===== src/rtl/switch_debounce_pkg.sv =====
// Shared definitions for the switch debouncer.
//   NUM_SW_DEF     default number of switch channels
//   DB_CYCLES_DEF  default debounce hold time in clocks (10 ms at 100 MHz)
//   DB_CYCLES_SIM  short hold time used when simulating
//   db_state_e     per-channel debounce FSM state encoding
package switch_debounce_pkg;

  localparam int NUM_SW_DEF    = 3;
  localparam int DB_CYCLES_DEF = 1_000_000;
  localparam int DB_CYCLES_SIM = 4;

  typedef enum logic {
    STABLE_LOW  = 1'b0,
    STABLE_HIGH = 1'b1
  } db_state_e;

endpackage


===== src/rtl/debounce_chan.sv =====
// One debounce channel: two-flop synchronizer, hold counter, stable-level
// FSM and registered level/edge-pulse outputs.
//   clk    system clock, rising edge
//   rst    synchronous active-high reset
//   raw    asynchronous switch input
//   level  debounced level (registered)
//   rise   one-cycle pulse on debounced 0->1 (registered)
//   fall   one-cycle pulse on debounced 1->0 (registered)
//
// state        | meaning
// -------------+------------------------------------------------
// STABLE_LOW   | debounced level is 0; counting synced 1 samples
// STABLE_HIGH  | debounced level is 1; counting synced 0 samples
module debounce_chan
  import switch_debounce_pkg::*;
#(
  parameter int DB_CYCLES = DB_CYCLES_DEF
) (
  input  logic clk,
  input  logic rst,
  input  logic raw,
  output logic level,
  output logic rise,
  output logic fall
);

  localparam int CW = $clog2(DB_CYCLES + 1);
  // Count value on the edge before the one that would reach DB_CYCLES.
  localparam logic [CW-1:0] TERM = CW'(DB_CYCLES - 1);

  logic            sync1;
  logic            sync2;
  logic [CW-1:0]   cnt;
  logic [CW-1:0]   cnt_nxt;
  db_state_e       state;
  db_state_e       state_nxt;

  always_comb begin
    state_nxt = state;
    cnt_nxt   = '0;
    // Any synced sample equal to the current level clears the count, so a
    // bounce restarts the hold time from zero.
    if (sync2 != logic'(state)) begin
      if (cnt == TERM) begin
        state_nxt = (state == STABLE_LOW) ? STABLE_HIGH : STABLE_LOW;
      end else begin
        cnt_nxt = cnt + 1'b1;
      end
    end
  end

  always_ff @(posedge clk) begin
    if (rst) begin
      sync1 <= 1'b0;
      sync2 <= 1'b0;
      cnt   <= '0;
      state <= STABLE_LOW;
      level <= 1'b0;
      rise  <= 1'b0;
      fall  <= 1'b0;
    end else begin
      sync1 <= raw;
      sync2 <= sync1;
      cnt   <= cnt_nxt;
      state <= state_nxt;
      // Outputs follow the FSM by one edge; level still holds the previous
      // state, which makes rise/fall a single-cycle pulse aligned with the
      // first cycle the new level is visible.
      level <= (state == STABLE_HIGH);
      rise  <= (state == STABLE_HIGH) && !level;
      fall  <= (state == STABLE_LOW) && level;
    end
  end

endmodule


===== src/rtl/switch_debounce.sv =====
// Multi-channel switch debouncer; one independent debounce_chan per switch.
//   clk       system clock, rising edge
//   rst       synchronous active-high reset
//   sw_raw    raw asynchronous switch inputs (bit 0 = S1, bit 1 = S2, ...)
//   sw_level  debounced stable level per channel
//   sw_rise   one-cycle pulse per debounced 0->1 transition
//   sw_fall   one-cycle pulse per debounced 1->0 transition
module switch_debounce
  import switch_debounce_pkg::*;
#(
  parameter int NUM_SW    = NUM_SW_DEF,
  parameter int DB_CYCLES = DB_CYCLES_DEF
) (
  input  logic              clk,
  input  logic              rst,
  input  logic [NUM_SW-1:0] sw_raw,
  output logic [NUM_SW-1:0] sw_level,
  output logic [NUM_SW-1:0] sw_rise,
  output logic [NUM_SW-1:0] sw_fall
);

  for (genvar i = 0; i < NUM_SW; i++) begin : g_chan
    debounce_chan #(
      .DB_CYCLES(DB_CYCLES)
    ) u_chan (
      .clk  (clk),
      .rst  (rst),
      .raw  (sw_raw[i]),
      .level(sw_level[i]),
      .rise (sw_rise[i]),
      .fall (sw_fall[i])
    );
  end

endmodule


===== config.mk =====
export PLATFORM = sky130hd
export DESIGN_NAME = switch_debounce
export DESIGN_NICKNAME = d
export VERILOG_FILES = /design/src/rtl/switch_debounce_pkg.sv /design/src/rtl/debounce_chan.sv /design/src/rtl/switch_debounce.sv
export SDC_FILE = /design/constraint.sdc
export NUM_CORES = 1
export LEC_CHECK = 0
export ABC_CLOCK_PERIOD_IN_PS = 2200
export BUFFER_PORTS_ARGS = -buffer_cell sky130_fd_sc_hd__buf_2
export CAP_MARGIN = 20
export CORE_UTILIZATION = 45
export DETAILED_ROUTE_END_ITERATION = 10
export PLACE_DENSITY = 0.66
export REMOVE_ABC_BUFFERS = 1
export SYNTH_ARGS = -nofsm -noshare
export SYNTH_HDL_FRONTEND = slang
export SYNTH_SLANG_ARGS = --single-unit
export TNS_END_PERCENT = 10

===== constraint.sdc =====
create_clock -name clk -period 2.2 [get_ports clk]
set_input_delay 0.11 -clock clk [delete_from_list [all_inputs] [get_ports clk]]
set_output_delay 0.11 -clock clk [all_outputs]
set_load 0.02 [all_outputs]

; Yosys cells after proc, flatten, opt, wreduce, memory -nomap -nowiden
; Cells that the tools add are included.
[word_totals]
regBits = 78
in_bits = 5
output_inout_bits = 9
wordCells = 54
[classes]
add_sub_neg = 3
n_eq_ne = 6
mux = 3
bitwise = 6
reduce_logical = 15
[ops]
columns = cell, n
row1 = 20-bit by 1-bit adder with 20-bit output (second input constant), 3
row2 = 20-bit == test (second input constant), 3
row3 = 3-bit OR reduction, 3
row4 = 1-bit logical AND, 6
row5 = 1-bit inverter, 6
row6 = 2-bit AND reduction, 3
row7 = 1-bit zero test, 3
row8 = 1-bit 2-to-1 mux, 3
row9 = 1-bit inequality test, 3

; Logic depth before layout (Yosys ltp)
[logic_depth]
ltp_word = 3
ltp_mapped = 6
mapped_depth_nobuf = 5

; By module
; Synthesis repeated with hierarchy kept, for this count alone.
[hier_totals]
cells_unflattened = 351
hier_area_um2 = 3269.4
[modules_own_cells]
columns = module, instances, cells_each, area_per_inst_um2, seq_area_each_um2
row1 = debounce_chan, 3, 117, 1089.8, 520.5

; Worst setup path before layout
; OpenSTA, ideal clock, no wires.
[synth_timing]
path_type = reg2reg
from = register g_chan[0].u_chan.cnt[0]
to = register g_chan[0].u_chan.cnt[18]
setup_ps = 70
t_arrival_ps = 1801
required_ps = 2130
slack_ps = 328
stages_incl_launch_ff = 6
n_path_buf = 0
synth_period_minus_slack_ps = 1872
path_cell_list = dfxtp_1 > ha_1 > nand3_1 > or4_1 > or4_1 > a21oi_1
[synth_via]
elab_chain_cells = 2
word_cells_on_any_way = 3
classes_between = 1 x add/sub / 1 x eq/ne / 1 x reduce/logical
[synth_rtl]
columns = item, line_no
row1 = from (decl), debounce_chan.sv:33  ; logic [CW-1:0] cnt;
row2 = from (signal assigned), debounce_chan.sv:64  ; cnt <= cnt_nxt;
row3 = branches (longest 2 deep; another with 20-bit by 1-bit adder with 20-bit output), -
; Parallel ways; which one is timed is not known.
; A chain may end at the register's enable or synchronous reset.

; Final worst setup path
; Same ends and word-level chain as after synthesis.

==> results.yml <==
status:
  outcome: "finished clean"
clock_network:
  htreeDepth: 3
  postCtsSetupBuffers: 0
  cts_tree: "yes"
  root_buffer: "clkbuf_8"
  path_clk_slew_ps: 70
  cts_buffers: 9
  clk_latency_ps: 340
  clk_path_buf_depth: 2
  cts.sinks: 78
synth:
  ys_ff_latch: 78
  synth_ff_type: "dfxtp_1"
  synth.avg_cell_area_um2: 8.83
  synthTopCellsByCount: "dfxtp_1, nor2_1, nand2_1, xnor2_1, nand3_1"
  yosysTopAreaCellShare_pct: 47.0
  ys.warnings.count: 0
  postSynthCellCount: 376
  synth_most_common_cell: "dfxtp_1"
  yosysUniqueCellTypes: 36
  synth_area_mm2: 0.00332
  ys_async_sr_fraction_pct: 0
  synth_top_cell_by_area: "dfxtp_1"
  yosysSeqAreaShare_pct: 47.0
  synth_area_leaders: "dfxtp_1, xnor2_1, nor2_1"
  synth-edff-count: 0
job:
  drv_cap: 0
setup_path:
  cpLargestDelayFamily: "simple AND/OR/NAND/NOR gates"
  crit_chain: "ha_1 > nand3_1 > or4_1 > or4_1 > a21oi_1"
  cp-start-kind: "register"
  criticalPathCategory: "register to register"
  ff2ff_path_depth: 5
  critPathSlowestCell: "or4_1"
  cp_max_fo: 6
  path_depth: 5
  r2r_slack_ps: 150
  setup.worst_path.end_class: "register"
  crit_arrival_ps: 2320
  cp.required_ps: 2470
  path_buf_inv: 0
  crit_path_max_incr_delay_ps: 610
  path_common_cell: "or4_1"
timing:
  tightest_slew_ps: 562
  setup_violations: 0
  fmax_ghz: 0.488
  drv_slew: 0
  grt_setup_unrepaired: "no"
  tns_ps: 0
  fin_crit_sh_pct: 93.1
  whs_ps: 138
  finalHoldViolations: 0
  fin_crit_ps: 2050
  relSlewSlack_pct: 62.2
  fin_skew_ps: 9.30
global_route:
  overflow: 0
  grt_pass1_wl_mm: 10.3
  grt.total_usage_pct: 17.0
  antenna_found_initial: 0
  grt_start_max_net_pins: 21
  grt_pass1_vias: 2352
finish:
  n_fill_cell: 640
  instances_no_fill: 493
  post_route_cells_drive_above_1_share_pct: 9.82
  area_delta_synth_final_pct: 11.3
  fin_nets: 400
  fin_util_pct: 53.2
  antennaDiodeCount: 0
hold_path:
  hp-class: "input pin to register"
  holdPathStages: 2
place:
  dp.cells: 474
  port_buffers: 13
  routabilityCongestion: 0.779
  hpwl_mm: 3.97
die:
  num_rows: 30
  die_w_um: 87.9
  initial_core_util_pct: 47.8
  die_area_mm2: 0.00773
  io_pins: 14
  die_h_um: 87.9
  core-area_mm2: 0.00694
routing:
  wire_per_inst_um: 12.0
  drc: 0
  first_iter_violations: 125
  vias: 2580
  ant_nets: 0
  viasPerCell: 5.23
  dr.pass1.iters: 4
  wl_mm: 5.91
power:
  comb_power_share_pct: 1.3
  switchingPower_uw: 511
  p_clk_share_pct: 44.3
  p_sw_share_pct: 19.6
  powerDensity_mw_per_mm2: 706
  ir_drop_uv: 385
  cellLeakagePower_uw: 0.00115
  p_seq_share_pct: 54.5
  p_int_uw: 2100
layout make-up:
cell class	count	area, um^2	share of cell area [%]
multi-input combinational	269	1620	43.7
sequential	78	1560	42.2
clock buffer	12	145	3.93
timing repair buffer	22	140	3.79
tap	96	120	3.25
clock inverter	4	70.1	1.90
inverter	12	45.0	1.22
registers in the layout (all words and copies together), names as in the netlist:
register             cells
g_chan.u_chan.sync2      3
g_chan.u_chan.level      3
g_chan.u_chan.rise       3
g_chan.u_chan.state      3
g_chan.u_chan.cnt       60
g_chan.u_chan.fall       3
g_chan.u_chan.sync1      3
stage by stage:
step,area [um^2],total power (uW),setup slack (ps)
2_1_floorplan,3220,1470,-94.2
3_3_place_gp,3450,1480,241
3_5_place_dp,3450,1480,184
4_1_cts,3700,2650,157
5_1_grt,3700,2720,11.3
6_report,3700,2610,152
worst paths after layout:
kind                           start                  endpoint
max          g_chan[0].u_chan.cnt[0]  g_chan[0].u_chan.cnt[18]
min                              rst    g_chan[0].u_chan.sync1
min reg2reg   g_chan[1].u_chan.level     g_chan[1].u_chan.rise
max reg2reg  g_chan[0].u_chan.cnt[0]  g_chan[0].u_chan.cnt[18]
power groups by stage:
stage	clock network (uW)	logic, uW	registers (uW)
3_3_place_gp	0	29.0	1450
6_report	1160	33.0	1420
4_1_cts	1200	33.3	1420
2_1_floorplan	0	14.3	1450
3_5_place_dp	0	29.3	1450
5_1_grt	1260	37.1	1420
logic make-up after synthesis:
| logic type | Yosys count | synth area share (%) |
|---|---|---|
| buffers and inverters | 29 | 4.37 |
| AND/OR/NAND/NOR | 184 | 30.2 |
| flip-flops | 78 | 47.0 |
| AO/OA/AOI/OAI | 43 | 7.04 |
| adder cells (fa/ha/maj) | 3 | 1.13 |
| XOR/XNOR | 39 | 10.3 |
layer usage:
| layer | track usage [%] | wire length [um] | up-vias |
|---|---|---|---|
| met5 | 0 | 0 | - |
| met1 | 20.7 | 2930 | 1204 |
| met3 | 6.41 | 223 | 8 |
| met4 | 6.11 | 72 | 0 |
| li1 | - | - | 1337 |
| met2 | 27.5 | 2680 | 31 |
repair_timing:
item | 4_1_cts | 5_1_grt
endpoints found under the hold margin | 3 | 0
hold buffers | 3 | 0
gates resized for setup | 0 | 0
cells in the final DEF, fill, tap and decap left out, types with 4 or more instances in the layout:
| cell type | count |
|---|---|
| o21ai_0 | 14 |
| or3_1 | 11 |
| xnor2_1 | 23 |
| nor2b_1 | 12 |
| a21oi_1 | 20 |
| buf_2 | 13 |
| nand4b_1 | 4 |
| buf_4 | 6 |
| nor2_1 | 51 |
| nand3_1 | 22 |
| clkbuf_8 | 10 |
| and4_1 | 5 |
| or4_1 | 8 |
| xor2_1 | 16 |
| nor4_1 | 7 |
| and3_1 | 6 |
| nand2_1 | 23 |
| nor4b_1 | 4 |
| dfxtp_1 | 78 |
| inv_1 | 12 |
| nand4_1 | 12 |
| nor3_1 | 8 |
Power figures use the tool's default switching activity.
